`config.mk`:
```
export PLATFORM = sky130hd
export DESIGN_NAME = rtap_sscan_req_ctrl
export DESIGN_NICKNAME = d
export VERILOG_FILES = /design/src/rtl/rtap_sscan_req_ctrl.sv
export SDC_FILE = /design/constraint.sdc
export NUM_CORES = 1
export LEC_CHECK = 0
export BUFFER_PORTS_ARGS = -buffer_cell sky130_fd_sc_hd__buf_2
export CAP_MARGIN = 20
export CORE_MARGIN = 8
export CORE_UTILIZATION = 45
export DETAILED_ROUTE_END_ITERATION = 8
export GPL_TIMING_DRIVEN = 0
export PLACE_DENSITY = 0.74
export SYNTH_ARGS = -nofsm -noshare
export SYNTH_HDL_FRONTEND = slang
export SYNTH_SLANG_ARGS = --single-unit
```
`constraint.sdc`:
```
create_clock -name rclk -period 1.6 [get_ports rclk]
set_input_delay 0.16 -clock rclk [delete_from_list [all_inputs] [get_ports rclk]]
set_output_delay 0.16 -clock rclk [all_outputs]
set_load 0.1 [all_outputs]
```
`src/rtl/rtap_sscan_req_ctrl.sv`:
```
// TAP-side shadow-scan request sequencer: issues one core debug request, captures the
// response at a fixed latency and returns it to the TAP as a parallel word or a serial stream.
module rtap_sscan_req_ctrl #(
  parameter int BUS_W     = 94,
  parameter int CORE_ID_W = 4,
  parameter int RESP_LAT  = 1,
  parameter int SNAP_W    = 94
) (
  input  logic                 rclk,
  input  logic                 rst,
  input  logic                 tap_req_val,
  output logic                 tap_req_rdy,
  input  logic [CORE_ID_W-1:0] tap_req_core_id,
  input  logic [1:0]           tap_req_threadid,
  input  logic [BUS_W-1:0]     tap_req_data,
  output logic                 rtap_core_val,
  output logic [CORE_ID_W-1:0] rtap_core_id,
  output logic [1:0]           rtap_core_threadid,
  output logic [BUS_W-1:0]     rtap_core_data,
  input  logic [BUS_W-1:0]     core_rtap_data,
  output logic                 tap_resp_val,
  input  logic                 tap_resp_rdy,
  output logic [BUS_W-1:0]     tap_resp_data,
  input  logic                 tap_shift_en,
  output logic                 tap_shift_out,
  output logic [7:0]           tap_xact_cnt
);

  localparam int BCNT_W = $clog2(SNAP_W + 1);

  typedef enum logic [2:0] {
    S_IDLE,
    S_ISSUE,
    S_WAIT,
    S_HOLD,
    S_SHIFT
  } state_t;

  state_t                 state_q, state_d;
  logic [CORE_ID_W-1:0]   id_q;
  logic [1:0]             tid_q;
  logic [BUS_W-1:0]       data_q;
  logic [BUS_W-1:0]       cap_q;
  logic [BUS_W-1:0]       sreg_q;
  logic [3:0]             lat_q;
  logic [BCNT_W-1:0]      bcnt_q;
  logic [7:0]             xact_q;
  logic                   last_bit;
  logic                   xact_done;

  assign last_bit  = (bcnt_q == BCNT_W'(SNAP_W - 1));
  assign xact_done = ((state_q == S_HOLD) && tap_resp_rdy) ||
                     ((state_q == S_SHIFT) && tap_shift_en && last_bit);

  always_comb begin
    // NOTE: state_d takes its hold value first so every path assigns it; no latch is inferred.
    state_d = state_q;
    unique case (state_q)
      S_IDLE:  if (tap_req_val) state_d = S_ISSUE;
      S_ISSUE: state_d = S_WAIT;
      S_WAIT:  if (lat_q == 4'd0) state_d = S_HOLD;
      S_HOLD: begin
        // rdy wins over shift_en when both are asserted
        if (tap_resp_rdy)      state_d = S_IDLE;
        else if (tap_shift_en) state_d = S_SHIFT;
      end
      S_SHIFT: if (tap_shift_en && last_bit) state_d = S_IDLE;
      default: state_d = S_IDLE;
    endcase
  end

  // NOTE: all state below uses non-blocking assignments so every register samples pre-edge values.
  always_ff @(posedge rclk) begin
    if (rst) begin
      state_q <= S_IDLE;
      id_q    <= '0;
      tid_q   <= '0;
      data_q  <= '0;
      cap_q   <= '0;
      sreg_q  <= '0;
      lat_q   <= '0;
      bcnt_q  <= '0;
      xact_q  <= '0;
    end else begin
      state_q <= state_d;
      if (state_q == S_IDLE && tap_req_val) begin
        id_q   <= tap_req_core_id;
        tid_q  <= tap_req_threadid;
        data_q <= tap_req_data;
      end
      if (state_q == S_ISSUE) lat_q <= 4'(RESP_LAT - 1);
      if (state_q == S_WAIT) begin
        if (lat_q == 4'd0) begin
          cap_q  <= core_rtap_data;
          sreg_q <= core_rtap_data;
          bcnt_q <= '0;
        end else begin
          lat_q <= lat_q - 4'd1;
        end
      end
      if (state_q == S_SHIFT && tap_shift_en) begin
        sreg_q <= {1'b0, sreg_q[BUS_W-1:1]};
        bcnt_q <= bcnt_q + 1'b1;
      end
      if (xact_done) xact_q <= xact_q + 8'd1;
    end
  end

  assign tap_req_rdy        = (state_q == S_IDLE);
  assign rtap_core_val      = (state_q == S_ISSUE);
  assign rtap_core_id       = (state_q == S_ISSUE) ? id_q   : '0;
  assign rtap_core_threadid = (state_q == S_ISSUE) ? tid_q  : '0;
  assign rtap_core_data     = (state_q == S_ISSUE) ? data_q : '0;
  assign tap_resp_val       = (state_q == S_HOLD);
  assign tap_resp_data      = cap_q;
  assign tap_shift_out      = (state_q == S_SHIFT) ? sreg_q[0] : 1'b0;
  assign tap_xact_cnt       = xact_q;

endmodule

```
==> impl_metrics.ini <==
[run_status]
status = complete, but fails checks
violations = setup timing

[sta]
layout_setup_ws_ns = -0.5197
grt_setup_unrepaired = true
worst_slew_pin_slew_ns = 1.115
fmax_ghz = 0.4718
timing.final.hold_violations = 0
slew_violations = 0
finalCritPeriodShare = 1.325
finalSetupViolCount = 415
max_slew_margin = 0.2566
period_needed_ns = 2.120
setup_clock_skew_after_layout_ns = 0.03153

[synthesis]
synthAdderAreaFrac = 0.004270
xor_xnor_cell_area_share_of_the_yosys_netlist = 0.002989
postSynth.asyncResetShare = 0
synth_warnings = 0
synth_edf_count = 0
yosysSeqAreaShare = 0.5295
syn-cell-area_um2 = 11720
mappedNetlistNets = 1700
share_of_synthesized_area_spent_on_multiplexers = 0.002562
synth_compound_gate_area_share = 0.1480
post_synth.cell_area_avg_um2 = 7.829
dominantRegCellSynth = sky130_fd_sc_hd__dfxtp_1
netlist_instances = 1497
synth_seq_cells = 310
synth.distinct_cells = 40
post_synth_and_or_nand_nor_area_fraction = 0.2707
main_combinational_cell_family_by_area_after_synthesis = simple AND/OR/NAND/NOR gates

[setup_path]
rr_endpoint = data_q[55]
startpoint_type = flop
r2r_setup_slk_ns = -0.43
setup.worst_path.end_class = output pin
worstPathRequired_ns = 1.44
cp_top_family = buffers and inverters
worst_path_cell_trace = buf_6 -> nor3b_4 -> buf_6 -> buf_12 -> buf_8 -> and2_4 -> buf_12
r2r.worst_path.cells = 9
worst-path-buf-inv = 5
timing.critical_path.slowest_stage_cell = sky130_fd_sc_hd__dfxtp_2
slowest_delay_ns = 0.33
worst-path-max-fanout = 10
critPathArrivalTime_ns = 1.96
worstSetupPathType = flop to output pin
timing.rr.start = state_q[0]

[hold_path]
hold-path-endpoint = state_q[0]
hp-start = tap_shift_en
timing.hold.worst.class = input pin to flop
min_delay_path_depth = 4

[final_layout]
flow.area_growth_from_synthesis_pct = 99.42
num-fill-cells = 888
final_common_cell = sky130_fd_sc_hd__nand2_1
layout.nets = 2440
mostFrequentLayoutCells = sky130_fd_sc_hd__nand2_1, sky130_fd_sc_hd__buf_2, sky130_fd_sc_hd__dfxtp_1
layout-drive-gt1-share = 0.4841
design_area_um2 = 23370

[global_routing]
grt_pass1_wl_mm = 91.53
grt_max_degree = 15
grt_pass1_vias = 16240
gr-total-overflow = 0
global_route.usage.total = 0.3681
antenna_violations_before_repair = 5

[floorplanning]
num_rows = 59
die_span_x_um = 177.4
initial_utilization = 0.4536
die-area_um2 = 31460
top_level_ports = 405
floorplan.core_area_um2 = 25840
die_h_um = 177.4

[clock_tree]
clock_sinks = 310
path_clk_slew_ns = 0.06
root_buffer = sky130_fd_sc_hd__clkbuf_16
clk_path_buf_depth = 3
cts_inserted_buffers = 34
insertion_delay_of_the_later_clocked_pin_in_the_worst_skew_pair_ns = 0.53
cts-htree-levels = 2
tritoncts_clock_tree = done

[placement]
detailed_place.area_um2 = 14530
port_buffers = 403
gp_routability_congestion = 0.8743
post-dp-hpwl_mm = 29.16

[route]
post-route-drc-count = 0
drt_wl_total_mm = 72.27
detail-route-antenna-nets = 0
detail_route.wl_per_cell_um = 27.82
detailroute.via_count = 16170
detailedRoute.firstPassIterationCount = 8
first_drt_iteration_drcs = 1847
vias_per_cell = 6.226

[pwr]
leakagePower_nw = 9.717
totalPowerFinal_w = 0.02399
worst_ir_drop_vdd_mv = 0.9595
power_density_nw_per_um2 = 1026

[flow_run]
maxCapViolCount = 0
## cells by family after synthesis
family	Yosys count
DFF	310
buffers and inverters	117
AOI/OAI and AO/OA	318
muxes	3
xor gates and xnor gates	4
adders and majority gates	4
and+or+nand+nor	741
## state kept, by name, indices dropped and copies added, names as in the netlist
| signal | flops |
|---|---|
| tap_resp_data | 94 |
| tid_q | 2 |
| id_q | 4 |
| bcnt_q | 7 |
| state_q | 3 |
| tap_xact_cnt | 8 |
| data_q | 94 |
| lat_q | 4 |
| sreg_q | 94 |
## synth_stat cells, types with 2 or more instances
library cell               number  share of area
sky130_fd_sc_hd__nor2_1        14         0.0045
sky130_fd_sc_hd__a21oi_1      209          0.089
sky130_fd_sc_hd__buf_2         30          0.013
sky130_fd_sc_hd__and2_1       104          0.056
sky130_fd_sc_hd__inv_1          5         0.0016
sky130_fd_sc_hd__nor3b_2        2         0.0021
sky130_fd_sc_hd__and3_1         3         0.0016
sky130_fd_sc_hd__xnor2_1        2         0.0015
sky130_fd_sc_hd__nor3b_1        2         0.0013
sky130_fd_sc_hd__o41ai_1        2         0.0015
sky130_fd_sc_hd__or3_1          6         0.0032
sky130_fd_sc_hd__a31oi_1       94          0.050
sky130_fd_sc_hd__nand3_1        7         0.0030
sky130_fd_sc_hd__buf_4          4         0.0026
sky130_fd_sc_hd__nor3_1         6         0.0026
sky130_fd_sc_hd__mux2i_1        3         0.0026
sky130_fd_sc_hd__nand2_1      582           0.19
sky130_fd_sc_hd__and3b_1        2         0.0015
sky130_fd_sc_hd__o21ai_0        8         0.0034
sky130_fd_sc_hd__ha_1           4         0.0043
sky130_fd_sc_hd__dfxtp_1      310           0.53
sky130_fd_sc_hd__nor2b_1        2         0.0011
sky130_fd_sc_hd__clkbuf_1      78          0.025
sky130_fd_sc_hd__xor2_1         2         0.0015
## worst max-delay path by stage
stage / from / end / slack (ns) / depth (start not counted)
after global placement: state_q[0] / rtap_core_data[39] / -0.79 / 6
after detailed placement: state_q[0] / rtap_core_data[39] / -0.73 / 6
final: state_q[1] / rtap_core_data[62] / -0.52 / 7
after floorplan: state_q[0] / data_q[39] / -0.44 / 7
after global routing: state_q[1] / rtap_core_data[70] / -0.58 / 7
after CTS: state_q[2] / rtap_core_data[86] / -0.53 / 8
## area by class of cell
class / instances / area (µm²) / area share
Tap cell: 335 / 419.2 / 0.01793
Clock inverter: 9 / 175.2 / 0.007495
Antenna cell: 5 / 12.51 / 0.0005353
Sequential cell: 310 / 6221 / 0.2662
Timing Repair Buffer: 708 / 7029 / 0.3007
Multi-Input combinational cell: 1070 / 7253 / 0.3103
Clock buffer: 48 / 1037 / 0.04438
Buffer: 108 / 1204 / 0.05150
Inverter: 5 / 21.27 / 0.0009101
## timing repair
item | in CTS | in global routing
pin swaps | 253 | 80
endpoints found under the setup margin | 342 | 410
hold endpoints to repair | 288 | 0
setup buffers | 57 | 27
hold buffers | 194 | 0
gates resized for setup | 991 | 204
cloned | 28 | 9
## tightest hold or removal path, delay by kind of cell
family / cells / cell delay (ns)
and+or+nand+nor: 2 / 0.16
buffers and inverters: 1 / 0.12
AOI/OAI and AO/OA: 1 / 0.06
## metal layers
layer	up-vias	wire length, µm	share of wire	global-route usage
met5	-	23	0.00032	0
met4	4	6683	0.092	0.2567
met3	583	7979	0.11	0.09277
met2	1551	34690	0.48	0.6565
met1	7596	22890	0.32	0.3723
li1	6440	-	-	-
## through the flow
stage | std cells | utilization | setup WS (ns) | hold WS, ns | TNS (ns)
floorplan | 1497 | - | -0.4354 | 0.2960 | -45.32
global route | 2596 | 0.9044 | -0.5843 | 0.07351 | -125.41
detailed placement | 2235 | 0.5623 | -0.7273 | 0.4073 | -139.00
finish | 2598 | 0.9046 | -0.5197 | 0.04669 | -104.85
CTS | 2571 | 0.8620 | -0.5279 | 0.0009405 | -90.14
global placement | 2235 | 0.5623 | -0.7907 | 0.4011 | -135.54
## power by group
part	switching, W	internal, W	leakage [nW]
Combinational	0.00409	0.00253	6.60
Clock	0.00343	0.00532	0.590
Sequential	0.000423	0.00820	2.53
Total	0.00794	0.0160	9.72
Power figures use the tool's default switching activity.
